===== src/rtl/csa_pkg.sv =====
// Shared constants for the carry-save adder datapath and its downstream accumulator.
// Keeping the W/E defaults here means carry_save_adder and csa_sum_accumulator
// always agree on the beat width.
//   CSA_W, CSA_E     : CSA input width and bit extension
//   CSA_ACC_W        : default accumulator width
//   CSA_CNT_W        : default beat-counter width
//   IN_W             : width of one reduced CSA beat, {cout, sum}
//   csa_state_e      : accumulator FSM state encoding
package csa_pkg;

  localparam int unsigned CSA_W     = 4;
  localparam int unsigned CSA_E     = 5;
  localparam int unsigned CSA_ACC_W = 16;
  localparam int unsigned CSA_CNT_W = 8;
  localparam int unsigned IN_W      = CSA_W + CSA_E + 1;

  typedef enum logic [1:0] {
    IDLE  = 2'd0,
    ACCUM = 2'd1,
    HOLD  = 2'd2
  } csa_state_e;

endpackage


===== src/rtl/csa_sum_accumulator_if.sv =====
// Handshake bundle between the CSA stage, the accumulator and the activation stage.
//   in_valid/in_ready   : upstream beat handshake
//   in_sum, in_cout     : CSA result, beat value is {in_cout, in_sum}
//   in_last             : marks the final beat of a packet
//   out_valid/out_ready : downstream result handshake
//   out_data, out_count : packet total and saturating beat count
//   overflow            : accumulator carried out during the packet
// Modports: master drives the beats and out_ready; slave is the accumulator.
interface csa_sum_accumulator_if
  import csa_pkg::*;
#(
  parameter int unsigned W     = CSA_W,
  parameter int unsigned E     = CSA_E,
  parameter int unsigned ACC_W = CSA_ACC_W,
  parameter int unsigned CNT_W = CSA_CNT_W
);

  logic             in_valid;
  logic             in_ready;
  logic [W+E-1:0]   in_sum;
  logic             in_cout;
  logic             in_last;
  logic             out_valid;
  logic             out_ready;
  logic [ACC_W-1:0] out_data;
  logic [CNT_W-1:0] out_count;
  logic             overflow;

  modport master (
    output in_valid, in_sum, in_cout, in_last, out_ready,
    input  in_ready, out_valid, out_data, out_count, overflow
  );

  modport slave (
    input  in_valid, in_sum, in_cout, in_last, out_ready,
    output in_ready, out_valid, out_data, out_count, overflow
  );

endinterface


===== src/rtl/csa_acc_add.sv =====
// Zero-extending accumulator adder: sum_o = acc_i + value_i over ACC_W bits.
//   acc_i   : current accumulator
//   value_i : IN_W-bit unsigned beat value
//   sum_o   : ACC_W-bit result (wrapped, or clamped when CSA_ACC_SAT_EN is defined)
//   carry_o : carry out of the ACC_W-bit add
// Optional build macro: CSA_ACC_SAT_EN clamps sum_o to all-ones on carry-out.
module csa_acc_add #(
  parameter int unsigned ACC_W = 16,
  parameter int unsigned IN_W  = 10
) (
  input  logic [ACC_W-1:0] acc_i,
  input  logic [IN_W-1:0]  value_i,
  output logic [ACC_W-1:0] sum_o,
  output logic             carry_o
);

  logic [ACC_W:0] raw;

  always_comb begin
    raw     = {1'b0, acc_i} + (ACC_W + 1)'(value_i);
    carry_o = raw[ACC_W];
`ifdef CSA_ACC_SAT_EN
    // Once clamped, any further non-zero beat carries again, so the clamp holds.
    sum_o   = carry_o ? '1 : raw[ACC_W-1:0];
`else
    sum_o   = raw[ACC_W-1:0];
`endif
  end

endmodule


===== src/rtl/csa_sum_accumulator.sv =====
// Accumulates reduced CSA beats {cout, sum} across a packet and presents the
// packet total on a valid/ready handshake.
//   clk, rst_n : clock and asynchronous active-low reset
//   bus        : csa_sum_accumulator_if.slave (beat input, result output)
// Optional build macro: CSA_ACC_SAT_EN (saturating accumulator, see csa_acc_add).
// One bubble follows every result since in_ready is low while holding it.
module csa_sum_accumulator
  import csa_pkg::*;
#(
  parameter int unsigned W     = CSA_W,
  parameter int unsigned E     = CSA_E,
  parameter int unsigned ACC_W = CSA_ACC_W,
  parameter int unsigned CNT_W = CSA_CNT_W
) (
  input logic                  clk,
  input logic                  rst_n,
  csa_sum_accumulator_if.slave bus
);

  localparam int unsigned BeatW = W + E + 1;

  csa_state_e       state_q, state_d;
  logic [ACC_W-1:0] acc_q, acc_d;
  logic [CNT_W-1:0] cnt_q, cnt_d;
  logic             ovf_q, ovf_d;
  logic             out_valid_q, out_valid_d;

  logic             in_ready;
  logic             accept;
  logic [BeatW-1:0] beat;
  logic [ACC_W-1:0] add_sum;
  logic             add_carry;

  assign beat     = {bus.in_cout, bus.in_sum};
  assign in_ready = (state_q != HOLD);
  assign accept   = bus.in_valid & in_ready;

  csa_acc_add #(
    .ACC_W (ACC_W),
    .IN_W  (BeatW)
  ) u_add (
    .acc_i   (acc_q),
    .value_i (beat),
    .sum_o   (add_sum),
    .carry_o (add_carry)
  );

  always_comb begin
    state_d = state_q;
    acc_d   = acc_q;
    cnt_d   = cnt_q;
    ovf_d   = ovf_q;
    unique case (state_q)
      IDLE: begin
        if (accept) begin
          acc_d   = ACC_W'(beat);
          cnt_d   = CNT_W'(1);
          ovf_d   = 1'b0;
          state_d = bus.in_last ? HOLD : ACCUM;
        end
      end
      ACCUM: begin
        if (accept) begin
          acc_d = add_sum;
          // Count sticks at all-ones; accumulation carries on regardless.
          cnt_d = (&cnt_q) ? cnt_q : cnt_q + CNT_W'(1);
          ovf_d = ovf_q | add_carry;
          if (bus.in_last) state_d = HOLD;
        end
      end
      HOLD: begin
        if (bus.out_ready) state_d = IDLE;
      end
      default: state_d = IDLE;
    endcase
    out_valid_d = (state_d == HOLD);
  end

  always_ff @(posedge clk or negedge rst_n) begin
    if (!rst_n) begin
      state_q     <= IDLE;
      acc_q       <= '0;
      cnt_q       <= '0;
      ovf_q       <= 1'b0;
      out_valid_q <= 1'b0;
    end else begin
      state_q     <= state_d;
      acc_q       <= acc_d;
      cnt_q       <= cnt_d;
      ovf_q       <= ovf_d;
      out_valid_q <= out_valid_d;
    end
  end

  assign bus.in_ready  = in_ready;
  assign bus.out_valid = out_valid_q;
  assign bus.out_data  = acc_q;
  assign bus.out_count = cnt_q;
  assign bus.overflow  = ovf_q;

endmodule


===== src/flat_wrapper.sv =====
// flat-port wrapper written by rule: the top's interface ports become plain ports
module csa_sum_accumulator_flat import csa_pkg::*;
#(
  parameter int unsigned W     = CSA_W,
  parameter int unsigned E     = CSA_E,
  parameter int unsigned ACC_W = CSA_ACC_W,
  parameter int unsigned CNT_W = CSA_CNT_W
)
  (clk, rst_n, bus_in_valid, bus_in_sum, bus_in_cout, bus_in_last, bus_out_ready, bus_in_ready, bus_out_valid, bus_out_data, bus_out_count, bus_overflow);
  csa_sum_accumulator_if #(.W(W), .E(E), .ACC_W(ACC_W), .CNT_W(CNT_W)) bus_i ();
  input logic clk;
  input logic rst_n;
  input wire logic [$bits(bus_i.in_valid)-1:0] bus_in_valid;
  input wire logic [$bits(bus_i.in_sum)-1:0] bus_in_sum;
  input wire logic [$bits(bus_i.in_cout)-1:0] bus_in_cout;
  input wire logic [$bits(bus_i.in_last)-1:0] bus_in_last;
  input wire logic [$bits(bus_i.out_ready)-1:0] bus_out_ready;
  output wire logic [$bits(bus_i.in_ready)-1:0] bus_in_ready;
  output wire logic [$bits(bus_i.out_valid)-1:0] bus_out_valid;
  output wire logic [$bits(bus_i.out_data)-1:0] bus_out_data;
  output wire logic [$bits(bus_i.out_count)-1:0] bus_out_count;
  output wire logic [$bits(bus_i.overflow)-1:0] bus_overflow;
  assign bus_i.in_valid = bus_in_valid;
  assign bus_i.in_sum = bus_in_sum;
  assign bus_i.in_cout = bus_in_cout;
  assign bus_i.in_last = bus_in_last;
  assign bus_i.out_ready = bus_out_ready;
  assign bus_in_ready = bus_i.in_ready;
  assign bus_out_valid = bus_i.out_valid;
  assign bus_out_data = bus_i.out_data;
  assign bus_out_count = bus_i.out_count;
  assign bus_overflow = bus_i.overflow;
  csa_sum_accumulator #(.W(W), .E(E), .ACC_W(ACC_W), .CNT_W(CNT_W)) u_core (.clk(clk), .rst_n(rst_n), .bus(bus_i));
endmodule

===== config.mk =====
export PLATFORM = sky130hd
export DESIGN_NAME = csa_sum_accumulator_flat
export DESIGN_NICKNAME = d
export VERILOG_FILES = /design/src/rtl/csa_pkg.sv /design/src/rtl/csa_sum_accumulator_if.sv /design/src/rtl/csa_acc_add.sv /design/src/rtl/csa_sum_accumulator.sv /design/src/flat_wrapper.sv
export SDC_FILE = /design/constraint.sdc
export NUM_CORES = 1
export LEC_CHECK = 0
export ABC_AREA = 0
export CAP_MARGIN = 20
export CORE_UTILIZATION = 50
export DETAILED_ROUTE_END_ITERATION = 12
export PLACE_DENSITY = 0.77
export SLEW_MARGIN = 25
export SYNTH_ARGS = -nofsm -noshare
export SYNTH_HDL_FRONTEND = slang
export SYNTH_SLANG_ARGS = --single-unit

===== constraint.sdc =====
create_clock -name clk -period 2.3 [get_ports clk]
set_input_delay 0.23 -clock clk [delete_from_list [all_inputs] [get_ports clk]]
set_output_delay 0.23 -clock clk [all_outputs]
set_load 0.01 [all_outputs]

Word level (Yosys, flattened, before mapping)
Index checks and enable logic that the tools add are counted.
Storage, ports and cells
  logic and storage cells: 37
  flip-flop bits (word level): 28
  bits of input ports: 15
  output and inout bits: 27
Operators by class
  equal/unequal tests: 7
  bitwise gates (word level): 2
  $add $sub $neg: 2
  reductions and logical operators: 5
  multiplexer cells: 16
Operators by type and width (count)
  $mux W16: 2
  $pmux W16 S2: 1
  $mux W8: 3
  $add A16 B10 Y17: 1
  $pmux W8 S2: 1
  $mux W2: 5
  $add A8 B1 Y8 const B: 1
  $reduce_and A8 Y1: 1
  $pmux W2 S3: 1
  $eq A2 B2 Y1 const B: 2
  $ne A2 B1 Y1 const B: 2
  $ne A2 B2 Y1 const B: 2
  $reduce_and A4 Y1: 1
  $reduce_and A3 Y1: 1
  $eq A2 B1 Y1 const B: 1
  $logic_not A2 Y1: 1
  $mux W1: 2
  $pmux W1 S2: 1
  $reduce_bool A2 Y1: 1
  $and A1 B1 Y1: 1
  $or A1 B1 Y1: 1

Depth between registers and ports, before layout
Gate-level depths: netlist (run 1).
  word-level depth: 5
  mapped depth: 8

Cells and area by module
Synthesis (run 1) repeated with hierarchy kept, for this count alone.
Second synthesis, totals
  cell total of the unflattened synthesis: 205
  area total of the unflattened synthesis: 1925.6 sq um
By module, submodules not included
  csa_sum_accumulator: area each 1372.6 sq um, times used 1, cells an instance 136
  csa_acc_add: area each 553.0 sq um, times used 1, cells an instance 69

Least setup slack after synthesis (run 1)
Ideal clock, no wire load.
  kind: register -> register
  from: reg u_core.acc_q[0], in the netlist u_core.bus.out_data[0]
  to: reg u_core.acc_q[12], in the netlist u_core.bus.out_data[12]
  stages on the path, launching flop included: 9
  arrival time: 1.995 ns
  data required time: 2.222 ns
  buffers on the path: 0
  slack: 0.227 ns
  cells stage by stage: dfrtp_1 > ha_1 > fa_1 > a211oi_1 > o21bai_1 > o21ai_1 > o21ai_2 > a21o_1 > a21oi_1
Between the ends
  cells in the longest elaborated chain, start to end: 3
Ends and longest elaborated chain
  start, declared: line csa_sum_accumulator.sv:23  | logic [ACC_W-1:0] acc_q, acc_d;
  start signal, assigned: line csa_sum_accumulator.sv:82  | acc_q <= '0;
  start signal, assigned: line csa_sum_accumulator.sv:88  | acc_q <= acc_d;
  $add A16 B10 Y17: line csa_acc_add.sv:20  | raw = {1'b0, acc_i} + (ACC_W + 1)'(value_i);
  $mux W16: line csa_sum_accumulator.sv:63  | if (accept) begin
  $pmux W16 S2: line csa_sum_accumulator.sv:53  | unique case (state_q)
Every way passes these cells. The select of a mux whose other input is x is not followed.
A chain may end at the register's enable or synchronous reset.

Final worst setup path (run 1)
  from: reg u_core.acc_q[0], in the netlist u_core.bus.out_data[0]
  to: reg u_core.acc_q[14], in the netlist u_core.bus.out_data[14]
Same word-level chain as after synthesis.

==> flow_metrics.py, run 1 <==
metrics = {
    "cts": {
        "cts_tree": "built",
        "clock_sinks": 28,
        "clock_latency_ns": 0.33,
        "cts_buffers": 3,
        "cts-root-buf": "clkbuf_4",
        "clk_pin_slew_ns": 0.16,
        "cts_max_path_buffers": 2,
        "htreeDepth": 1,
    },
    "synth": {
        "yosys.area.top_type_share_pct": 38.7,
        "ys_seq_elements": 28,
        "ys_async_sr_fraction_pct": 100,
        "synthTopCellsByCount": "dfrtp_1 (28), nand2_1 (21), o21ai_0 (16)",
        "syn-num-nets": 222,
        "ys_seq_area_share_pct": 38.7,
        "synth_edf_count": 0,
        "synth.avg_cell_area_um2": 9.29,
        "synthTopCellsByArea": "dfrtp_1 (39%), ha_1 (7.6%), mux2i_1 (5.0%), o21ai_0 (4.4%), nand2_1 (4.4%)",
        "yosysMostFrequentCell": "dfrtp_1",
        "synthCells": 195,
        "synth_top_cell_by_area": "dfrtp_1",
        "netlist_area_um2": 1810,
        "yosys_warnings": 0,
        "synthFlopType": "dfrtp_1",
        "ys_types": 46,
    },
    "timing": {
        "period_minus_slack_ns": 2.10,
        "worst_pin_slew_ns": 0.375,
        "fmax_ghz": 0.475,
        "grt_setup_unrepaired": "false",
        "hold_violations": 0,
        "skew_ns": 0.00155,
        "setup_viol": 0,
        "slew_violations": 0,
        "post-route-period-util_pct": 91.5,
        "relSlewSlack_pct": 75.0,
    },
    "cells_and_area": {
        "area_growth_pct": 29.9,
        "diodes": 0,
        "final_cells": 287,
        "drive_above_1_share_pct": 8.71,
        "fin_nets": 269,
    },
    "placement": {
        "dp_hpwl_um": 2800,
        "place_congestion": 0.831,
        "port_buffers": 41,
        "post-place-cells": 282,
    },
    "pwr": {
        "irDropWorstVdd_uv": 475,
        "pwr-share-comb_pct": 49.7,
        "power_frac_seq_pct": 34.3,
        "finalPower_mw": 2.07,
        "switchingPower_mw": 0.784,
        "p_per_area_nw_per_um2": 879,
        "p_leak_nw": 1.03,
        "swShare_pct": 37.9,
        "clkPwrFrac_pct": 16.0,
        "p_int_mw": 1.29,
    },
    "worst_setup_path": {
        "timing.rr.start": "u_core.bus.out_data[0]",
        "critPathArrivalTime_ns": 2.37,
        "required_ns": 2.57,
        "endpoint_kind": "flip-flop",
        "crit_start": "u_core.bus.out_data[0]",
        "crit_type": "reg2reg",
        "startpoint_type": "flip-flop",
        "crit_path_max_fanout": 6,
    },
    "min_path": {
        "hold_class": "in2async",
    },
    "route": {
        "routed-via-count": 1574,
        "first_pass_iters": 4,
        "routed_wl_um": 3730,
        "drc_errors": 0,
        "drt_iter0_markers": 127,
        "routedWlPerCell_um": 13.0,
        "avgViaCountPerCell": 5.48,
        "final_antenna_net_count": 0,
    },
    "flow_run": {
        "drv_cap": 0,
    },
    "global_route": {
        "grt_max_degree": 29,
        "grt_pass1_wl_um": 6600,
        "grt_use_total_pct": 21.2,
        "grt_pass1_vias": 1511,
        "grt_overflow_total": 0,
        "antenna_found_initial": 0,
    },
    "floorplan": {
        "fp.coreArea_um2": 3420,
        "dieWidth_um": 62.2,
        "pin_count": 42,
        "start_util_pct": 53.0,
        "die_h_um": 62.2,
        "dieArea_um2": 3870,
        "rows": 21,
    },
    "status": {
        "status": "finished clean",
    },
}
-- path summary, 6_finish.rpt --
| kind | depth (start not counted) | end | slack (ns) |
|---|---|---|---|
| max | 8 | u_core.bus.out_data[14] | 0.20 |
| max in group asynchronous | 2 | u_core.state_q[1] | 1.77 |
| min reg2reg | 2 | u_core.bus.overflow | 0.52 |
| min | 2 | u_core.bus.out_count[1] | 0.26 |
| min in group clk | 2 | u_core.bus.out_valid | 0.47 |
| max reg2reg | 8 | u_core.bus.out_data[14] | 0.20 |
-- cell type report --
type                       instances  area [µm²]
sequential                        28         701
timing repair buffer              47         455
fill                             304        1060
clock buffer                       3        22.5
clock inverter                     1        30.0
multi-input combinational        157        1070
tap                               46        57.6
inverter                           5        18.8
-- registers in the layout, indices dropped and copies added (netlist names) --
name                  flops
u_core.bus.out_count      8
u_core.bus.out_data      16
u_core.bus.overflow       1
u_core.state_q            2
u_core.bus.out_valid      1
-- what timing repair did --
action,4_1_cts,5_1_grt
endpoints found under the hold margin,0,0
gates resized for setup,0,1
setup endpoints to repair,0,3
setup buffers,0,1
hold buffers,0,0
-- worst max-delay path, stage by stage, from the launching register on --
cell	delay (ns)
dfrtp_1	0.41
ha_1	0.22
fa_1	0.39
a211oi_1	0.25
o21bai_1	0.14
o21ai_2	0.20
o21ai_2	0.12
nand3_1	0.11
mux2i_1	0.18
-- cell families (layout without fill, tap and decap cells) --
group	after synthesis	in the layout	synth area share, %
AO/OA/AOI/OAI	52	52	18.8
flip-flops	28	28	38.7
multiplexers	9	9	4.97
adder cells (fa/ha/maj)	12	12	8.70
XOR/XNOR	12	12	5.80
buffers and inverters	10	56	2.55
AND/OR/NAND/NOR	72	72	20.5
-- layer usage --
layer	share of wire, %	vias up	routed length [µm]	global-route usage [%]
li1	-	796	-	-
met3	2.7	2	102	2.21
met1	48	743	1780	27.1
met2	49	33	1830	37.0
met4	0.62	0	23	7.27
met5	0	-	0	0
-- cells in the final DEF (no fill, tap or decap), drive strengths merged --
| cell type | count |
|---|---|
| clkdlybuf4s50 | 41 |
| dfrtp | 28 |
| nand2 | 21 |
| o21ai | 21 |
| nand3 | 15 |
| nor2 | 15 |
| a21oi | 12 |
| ha | 11 |
| mux2i | 9 |
| xnor2 | 7 |
| buf | 6 |
| xor2 | 5 |
| inv | 5 |
| and3 | 4 |
| a31oi | 4 |
| o22ai | 3 |
| a21o | 3 |
| nor2b | 3 |
| o211ai | 3 |
| clkbuf | 3 |
| nor3 | 3 |
| nor3b | 2 |
| nand2b | 2 |
| or2 | 2 |
| a211oi | 2 |
| or2b | 1 |
| a41o | 1 |
| nand4 | 1 |
| o21bai | 1 |
| a211o | 1 |
| nor4 | 1 |
| or4 | 1 |
| o211a | 1 |
| or3 | 1 |
| fa | 1 |
| bufinv | 1 |
-- metrics by stage --
| stage | worst slack, ns | area (µm²) | TNS, ns | util (%) | hold slack, ns |
|---|---|---|---|---|---|
| after detailed placement | -0.124 | 2290 | -0.386 | 67.0 | 0.488 |
| final | 0.196 | 2350 | 0 | 68.9 | 0.258 |
| after global routing | 0.0127 | 2350 | 0 | 68.9 | 0.266 |
| after global placement | -0.0760 | 2290 | -0.210 | 67.0 | 0.481 |
| after floorplan | 0.227 | 1810 | 0 | - | -0.0656 |
| after CTS | 0.0894 | 2340 | 0 | 68.6 | 0.264 |
-- power groups by stage --
stage	combinational, mW	sequential, mW	clock (mW)
after global routing	1.15	0.735	0.366
after CTS	1.02	0.715	0.339
after floorplan	0.612	0.745	0
after global placement	0.994	0.720	0
after detailed placement	1.01	0.724	0
final	1.03	0.711	0.331
(Power assumes the default switching activity.)
==> run 2: changes to the inputs <==
--- a/config.mk
+++ b/config.mk
@@ -10,6 +10,7 @@
 export CORE_UTILIZATION = 50
 export DETAILED_ROUTE_END_ITERATION = 12
 export PLACE_DENSITY = 0.77
+export RECOVER_POWER = 50
 export SLEW_MARGIN = 25
 export SYNTH_ARGS = -nofsm -noshare
 export SYNTH_HDL_FRONTEND = slang
==> flow_metrics.py, run 2 (same netlist as run 1, synthesis figures left out) <==
metrics = {
    "worst_setup_path": {
        "crit_path_max_fanout": 6,
        "crit_type": "reg2reg",
        "cpPeakStageDelay_ns": 0.41,
        "endpoint": "u_core.bus.out_data[14]",
        "worstRegToRegCells": 8,
        "cp_common_cell": "o21ai_2",
        "timing.critical_path.slowest_stage_cell": "dfrtp_1",
        "crit_chain": "ha_1 -> fa_1 -> a211oi_1 -> o21bai_1 -> o21ai_2 -> o21ai_2 -> nand3_1 -> mux2i_1",
        "startpoint_type": "flip-flop",
        "crit_start": "u_core.bus.out_data[0]",
        "timing.rr.start": "u_core.bus.out_data[0]",
        "cp.depth": 8,
        "critPathArrivalTime_ns": 2.37,
        "cp_top_family": "compound AO/OA/AOI/OAI gates",
        "rr_endpoint": "u_core.bus.out_data[14]",
        "required_ns": 2.57,
        "r2r_slack_ns": 0.20,
        "critPathBufInv": 0,
        "endpoint_kind": "flip-flop",
    },
    "cts": {
        "clock_sinks": 28,
        "clock_latency_ns": 0.33,
        "cts_max_path_buffers": 2,
        "cts_tree": "built",
        "cts-root-buf": "clkbuf_4",
        "cts_buffers": 3,
        "clk_pin_slew_ns": 0.16,
        "htreeDepth": 1,
    },
    "pwr": {
        "pwr-share-comb_pct": 49.5,
        "irDropWorstVdd_uv": 473,
        "swShare_pct": 38.0,
        "switchingPower_mw": 0.781,
        "p_per_area_nw_per_um2": 879,
        "p_leak_nw": 1.04,
        "clkPwrFrac_pct": 16.0,
        "p_int_mw": 1.27,
        "power_frac_seq_pct": 34.6,
    },
    "cells_and_area": {
        "fin_nets": 269,
        "final_cell_mix": "clkdlybuf4s50_1 (34), dfrtp_1 (28), nand2_1 (21)",
        "final_common_cell": "clkdlybuf4s50_1",
        "design_area_um2": 2340,
        "final_util_pct": 68.5,
        "area_growth_pct": 29.1,
        "seqCellArea_um2": 701,
        "final_cells": 287,
        "multi_input_area_um2": 1060,
        "diodes": 0,
        "drive_above_1_share_pct": 7.88,
        "num-fill-cells": 308,
        "largest_reg_flops": 16,
    },
    "global_route": {
        "grt_overflow_total": 0,
        "grt_use_total_pct": 21.2,
        "antenna_found_initial": 0,
        "grt_pass1_vias": 1511,
        "grt_pass1_wl_um": 6600,
        "grt_max_degree": 29,
    },
    "floorplan": {
        "pin_count": 42,
        "rows": 21,
        "start_util_pct": 53.0,
        "die_h_um": 62.2,
        "dieArea_um2": 3870,
        "fp.coreArea_um2": 3420,
        "dieWidth_um": 62.2,
    },
    "placement": {
        "place_congestion": 0.831,
        "port_buffers": 41,
        "placed_area_um2": 2290,
        "dp_slack_ns": -0.124,
        "post-place-cells": 282,
        "dp_hpwl_um": 2800,
    },
    "route": {
        "first_pass_iters": 4,
        "final_antenna_net_count": 0,
        "routed_wl_um": 3730,
        "routed-via-count": 1578,
        "drt_iter0_markers": 98,
        "avgViaCountPerCell": 5.50,
        "routedWlPerCell_um": 13.0,
        "drc_errors": 0,
    },
    "timing": {
        "grt_setup_unrepaired": "false",
        "worst_slack_ns": 0.198,
        "post-route-period-util_pct": 91.4,
        "setup_viol": 0,
        "hold_violations": 0,
        "period_minus_slack_ns": 2.10,
        "holdWs_ns": 0.473,
        "fmax_ghz": 0.476,
        "worst_pin_slew_ns": 1.57,
        "relSlewSlack_pct": -4.56,
        "skew_ns": 0.00261,
        "slew_violations": 29,
    },
    "flow_run": {
        "drv_cap": 1,
    },
    "status": {
        "violations": "max-capacitance violations, max-slew violations",
        "status": "finished with violations",
    },
    "min_path": {
        "hold_class": "in2reg",
    },
}
-- run 2: worst min-delay path by stage --
stage / from / endpoint / cells after the start
after floorplan: rst_n / u_core.bus.out_count[0] / 0
after global routing: bus_out_ready / u_core.bus.out_valid / 2
after CTS: rst_n / u_core.bus.out_count[1] / 2
after detailed placement: u_core.bus.overflow / u_core.bus.overflow / 2
final: bus_out_ready / u_core.bus.out_valid / 2
after global placement: u_core.bus.overflow / u_core.bus.overflow / 2
-- run 2: power groups by stage --
stage / Clock [mW] / Sequential (mW) / Combinational, mW
final: 0.328 / 0.710 / 1.02
after global routing: 0.366 / 0.734 / 1.13
after CTS: 0.339 / 0.715 / 1.02
after detailed placement: 0 / 0.724 / 1.01
after global placement: 0 / 0.720 / 0.994
after floorplan: 0 / 0.745 / 0.612
-- run 2: final cells by class --
type	instances	share of cell area [%]
multi-input combinational	157	45.2
timing repair buffer	47	19.3
clock buffer	3	0.963
clock inverter	1	1.28
sequential	28	30.0
inverter	5	0.803
tap	46	2.46
-- run 2: per-stage QoR --
step | power [mW] | TNS (ns)
after floorplan | 1.36 | 0
after global placement | 1.71 | -0.210
after detailed placement | 1.74 | -0.386
after CTS | 2.07 | 0
after global routing | 2.23 | 0
final | 2.05 | 0
-- run 2: routing by layer --
layer,share of wire (%),GRT usage (%)
met5,0,0
met4,0.62,7.27
met3,2.9,2.21
met2,49,37.0
met1,48,27.1
-- run 2: what timing repair did --
action / CTS / global route
endpoints found under the setup margin: 0 / 3
hold buffers: 0 / 0
buffers inserted: 0 / 1
gates resized for setup: 0 / 1
==> run 3: changes to the inputs <==
--- a/config.mk
+++ b/config.mk
@@ -7,9 +7,9 @@
 export LEC_CHECK = 0
 export ABC_AREA = 0
 export CAP_MARGIN = 20
-export CORE_UTILIZATION = 50
+export CORE_UTILIZATION = 25
 export DETAILED_ROUTE_END_ITERATION = 12
-export PLACE_DENSITY = 0.77
+export PLACE_DENSITY = 0.43
 export RECOVER_POWER = 50
 export SLEW_MARGIN = 25
 export SYNTH_ARGS = -nofsm -noshare
==> constraint.sdc (replaced) <==
create_clock -name clk -period 2.3 [get_ports clk]
set_input_delay 0.69 -clock clk [delete_from_list [all_inputs] [get_ports clk]]
set_output_delay 0.69 -clock clk [all_outputs]
set_load 0.01 [all_outputs]
==> flow_metrics.py, run 3 (same netlist as run 1, synthesis figures left out) <==
metrics = {
    "route": {
        "routedWlPerCell_um": 13.0,
        "routed_wl_um": 4610,
        "final_antenna_net_count": 0,
        "first_pass_iters": 4,
        "drt_iter0_markers": 43,
        "drc_errors": 0,
        "avgViaCountPerCell": 4.59,
        "routed-via-count": 1625,
    },
    "placement": {
        "post-place-cells": 349,
        "place_congestion": 0.736,
        "port_buffers": 41,
        "dp_hpwl_um": 3250,
    },
    "timing": {
        "grt_setup_unrepaired": "false",
        "hold_violations": 0,
        "slew_violations": 0,
        "period_minus_slack_ns": 2.22,
        "relSlewSlack_pct": 48.5,
        "fmax_ghz": 0.450,
        "setup_viol": 0,
        "skew_ns": 0.00358,
        "worst_pin_slew_ns": 0.773,
        "post-route-period-util_pct": 96.7,
    },
    "pwr": {
        "finalPower_mw": 2.41,
        "p_per_area_nw_per_um2": 914,
        "irDropWorstVdd_uv": 286,
        "p_leak_nw": 1.12,
    },
    "worst_setup_path": {
        "required_ns": 2.52,
        "endpoint_kind": "flip-flop",
        "worstRegToRegCells": 8,
        "cpPeakStageDelay_ns": 0.36,
        "startpoint_type": "primary input",
        "critPathArrivalTime_ns": 2.44,
        "rr_endpoint": "u_core.bus.out_data[12]",
        "crit_chain": "clkdlybuf4s15_1 -> ha_2 -> fa_2 -> a211oi_2 -> o21bai_2 -> o21ai_2 -> o21ai_4 -> a21o_1 -> a21oi_1",
        "timing.critical_path.slowest_stage_cell": "fa_2",
        "r2r_slack_ns": 0.24,
        "timing.rr.start": "u_core.bus.out_data[0]",
        "crit_type": "in2reg",
        "crit_path_max_fanout": 6,
    },
    "cells_and_area": {
        "area_growth_pct": 45.4,
        "final_common_cell": "clkdlybuf4s50_1",
        "num-fill-cells": 724,
        "diodes": 0,
        "fin_nets": 286,
        "final_cells": 354,
        "final_cell_mix": "clkdlybuf4s50_1 (35), dfrtp_1 (27), nand2_1 (21)",
        "largest_reg_flops": 16,
        "drive_above_1_share_pct": 19.4,
    },
    "cts": {
        "cts_tree": "built",
        "cts_buffers": 3,
        "cts_max_path_buffers": 2,
        "cts-root-buf": "clkbuf_8",
        "clock_latency_ns": 0.28,
        "clock_sinks": 28,
        "htreeDepth": 1,
        "clk_pin_slew_ns": 0.10,
    },
    "flow_run": {
        "drv_cap": 0,
    },
    "global_route": {
        "grt_pass1_vias": 1598,
        "grt_max_degree": 29,
        "met2_usage_pct": 20.7,
        "grt.busiest_layer": "met2",
        "grt_use_total_pct": 12.7,
        "grt_pass1_wl_um": 7530,
        "met3_usage_pct": 1.99,
        "antenna_found_initial": 0,
        "grt_overflow_total": 0,
        "grtUsageMet1_pct": 17.0,
    },
    "min_path": {
        "hold_class": "reg2reg",
        "min_to": "u_core.bus.overflow",
        "hp-start": "u_core.bus.overflow",
        "whs_path_depth": 2,
    },
    "floorplan": {
        "die_h_um": 87.1,
        "dieArea_um2": 7590,
        "rows": 30,
        "start_util_pct": 26.2,
        "pin_count": 42,
        "fp.coreArea_um2": 6910,
        "dieWidth_um": 87.1,
    },
    "status": {
        "status": "finished clean",
    },
}
[run 3: changes by cell type in the layout (fill, tap and decap cells not counted), sizes merged]
cell           delta
dlygate4sd2       +1
clkbuf            +2
buf              +15
clkdlybuf4s15     +1
clkdlybuf4s50     +1
dlygate4sd3       -3
[run 3: cell type report]
| class | instances | area [µm²] | area share (%) |
|---|---|---|---|
| inverter | 5 | 18.8 | 0.713 |
| multi-input combinational | 157 | 1150 | 43.7 |
| clock buffer | 3 | 41.3 | 1.57 |
| tap | 96 | 120 | 4.56 |
| timing repair buffer | 64 | 572 | 21.7 |
| clock inverter | 1 | 30.0 | 1.14 |
| sequential | 28 | 702 | 26.7 |
[run 3: power breakdown]
group          leakage (nW)  switching, mW  total [mW]  internal, mW
clock                0.0357          0.173       0.407         0.234
combinational         0.726          0.599        1.28         0.679
sequential            0.362          0.128       0.724         0.596
[run 3: worst max-delay path by stage]
| stage | start | endpoint | slack, ns |
|---|---|---|---|
| finish | bus_in_sum[0] | u_core.bus.out_data[12] | 0.08 |
| global route | bus_in_sum[7] | u_core.bus.out_data[13] | 0.01 |
| CTS | bus_in_sum[4] | u_core.bus.out_data[14] | 0.004 |
| detailed placement | bus_in_sum[0] | u_core.bus.out_data[12] | -0.63 |
| global placement | bus_in_sum[0] | u_core.bus.out_data[12] | -0.60 |
| floorplan | bus_in_sum[0] | u_core.bus.out_data[12] | 0.003 |
[run 3: worst max-delay path, delay by kind of cell]
kind | cells | cell delay, ns
AOI/OAI and AO/OA | 6 | 1.00
adders and majority gates | 2 | 0.55
buffers and inverters | 1 | 0.19
[run 3: timing repair]
item	CTS	global route
setup buffers	1	0
pin swaps	6	9
endpoints found under the setup margin	13	12
hold buffers	0	0
resized for setup	10	13
[run 3: per-stage QoR]
step	TNS, ns	cell area, µm²	util (%)	hold slack (ns)	worst slack (ns)
2_1_floorplan	0	1810	-	0.394	0.00261
3_3_place_gp	-6.12	2480	35.9	0.496	-0.604
3_5_place_dp	-6.33	2480	35.9	0.498	-0.629
4_1_cts	0	2600	37.7	0.523	0.00354
5_1_grt	0	2630	38.1	0.554	0.0117
6_report	0	2630	38.1	0.514	0.0770
[run 3: per-layer routing]
metal	vias up	part of all wire, %
met1	747	51
met4	0	1.8
met2	43	44
li1	827	-
met3	8	3.5
met5	-	0
==> RTL edit (flow settings as in run 3) <==
Change the package constant `CSA_ACC_W` from 16 to 14.
--- a/src/rtl/csa_pkg.sv
+++ b/src/rtl/csa_pkg.sv
@@ -12,3 +12,3 @@
   localparam int unsigned CSA_E     = 5;
-  localparam int unsigned CSA_ACC_W = 16;
+  localparam int unsigned CSA_ACC_W = 14;
   localparam int unsigned CSA_CNT_W = 8;
Interface: changed (resized bus_out_data); port bits go from 42 to 40. The function was not compared with the original's and may differ.
==> RTL edit against run 3 <==
  * The flow now finishes with violations (design-rule violations, negative setup slack)
  * Area after synthesis down 6.5%
  * Total power down 6.1%
  * Register-to-register slack worse by 200 ps
  * Cell area down 6.7%
  * Sequential cell count down 2
  * Combinational power down 9%
  * Cell count down 9.0%
  * Setup slack worse by 110 ps
  * Synthesized cell count down 6.7%
  * Via count down 5.0%
  * Routed wire length down 6.1%
  * First-iteration DRC count up 4.7%
  * Critical path type unchanged
==> RTL edit: results (changes against run 3) <==
- GRT Util Overall: 12.7% (about the same)
- Failing checks: design-rule violations, negative setup slack
- Post-synthesis adder-cell area fraction: 9.31% (+0.60 points)
- Vias in the first global route: 1485 (-7.1%)
- Outcome: finished, violations left
- GPL Wtd Cong: 0.780 (+6.1%)
- Post-synthesis mux area share: 6.06% (+1.1 points)
- Post-synthesis compound-gate area fraction: 22.9% (+4.1 points)
- XOR/XNOR Fraction of Synth Area: 4.65% (-1.1 points)
- Hold EP: u_core.state_q[0]
- Sum Neg Setup Slack: -48.6 ps (-48.6 ps)
- Worst r2r src: u_core.bus.out_data[0]
- Maximum number of pins on one net before global-route repair: 27 (-6.9%)
- Initial DRC Count: 45 (+4.7%)
- Pre-CTS setup slack: -809 ps (-180 ps)
- Max reg flops: 14 (-2)
- Post-CTS Setup Repair Bufs: 0 (-1)
- CP Max Fanout: 2 (-4)
- Total number of vias: 1543 (-5.0%)
- Largest cells by area after synthesis: dfrtp_1 (38%), ha_1 (8.1%), o21ai_0 (5.6%)
- Filler cells: 676 (-6.6%)
- DRC: 2 (+2)
- Cells after synthesis: 182 (-6.7%)
- Root Driver: clkbuf_8
- Final std cells w/o fill: 322 (-9.0%)
- Distinct cells, synth: 44 (-4.3%)
- Syn_nets: 209 (-5.9%)
- Cts repair resizes: 17 (+7)
- Nets: 273 (-4.5%)
- Worst-Margin Slew: 729 ps (-43.7 ps)
- Crit path DAT: 2500 ps (+60 ps)
- Worst Setup Slack, final: -32.7 ps (-110 ps)
- Port Buffers: 39 (-4.9%)
- Hold path depth: 1 (-1)
- R2r worst-path depth: 7 (-1)
- Setup-failing EPs final: 2 (+2)
- Pre-Repair DR Iteration Count: 10 (+6)
- Most instantiated cells after synthesis: dfrtp_1 (26), nand2_1 (22), o21ai_0 (19)
- Drt total wl: 4.33 mm (-6.1%)
- Clock Skew: 14.1 ps (+10.5 ps)
- CP peak stage delay: 340 ps (-20 ps)
- Leakage: 1.10 nW (-2.3%)
- Cells after DPL: 317 (-9.2%)
- Share of layout cells above drive strength 1: 17.6% (-1.8 points)
- Worst hold slack: 523 ps (+8.37 ps)
- Hold Crit Start: u_core.state_q[1]
- Post-DP HPWL: 3.23 mm (-0.67%)
- VDD IR max: 0.351 mV (+23%)
- Placed instance area: 0.00236 sq mm (-4.6%)
- Share of the yosys chip area belonging to registers: 38.4% (-0.27 points)
[RTL edit: changes by cell type after synthesis, sizes merged, moves of 3 or more]
cell           run 3  this run
clkbuf             2         5
nand3             15         4
nor2              15         9
a21o               3         7
[RTL edit: layout make-up]
cell class              instances  area [sq um]  share of cell area [%]
flip-flops and latches         26           651                    26.5
inverters                       3          11.3                   0.458
repair buffers                 65           578                    23.5
clock inverters                 1          30.0                    1.22
well taps                      77          96.3                    3.92
multi-input cells             147          1050                    42.7
clock buffers                   3          41.3                    1.68
[RTL edit: power by group]
part	total (mW)	internal (mW)	switching [mW]
registers	0.700	0.564	0.136
clock network	0.403	0.233	0.170
logic	1.16	0.643	0.514
total	2.26	1.44	0.820
[RTL edit: how the worst max path moves through the flow]
stage,to,slack (ps)
floorplan,u_core.bus.out_data[12],-250
global placement,u_core.bus.out_data[12],-740
detailed placement,u_core.bus.out_data[12],-810
CTS,u_core.bus.out_data[12],-30
global route,u_core.bus.out_data[12],-80
finish,u_core.bus.out_data[12],-30
[RTL edit: kinds of logic after synthesis]
| logic type | count (synthesis) |
|---|---|
| compound gates | 59 |
| buf+inv | 9 |
| mux | 10 |
| xor+xnor | 9 |
| simple gates | 57 |
| fa+ha+maj | 12 |
| flops | 26 |
[RTL edit: critical path, delay by kind of cell]
kind,cells,cell delay (ps)
multiplexers,1,300
adder cells (fa/ha/maj),2,490
buffers and inverters,1,100
AO/OA/AOI/OAI,4,910
[RTL edit: layer usage]
| layer | up-vias | track usage [%] | wire, microns |
|---|---|---|---|
| li1 | 794 | - | - |
| met1 | 732 | 19.3 | 2410 |
| met2 | 15 | 19.0 | 1800 |
| met3 | 2 | 1.28 | 80 |
| met4 | 0 | 3.76 | 43 |
| met5 | - | 0 | 0 |
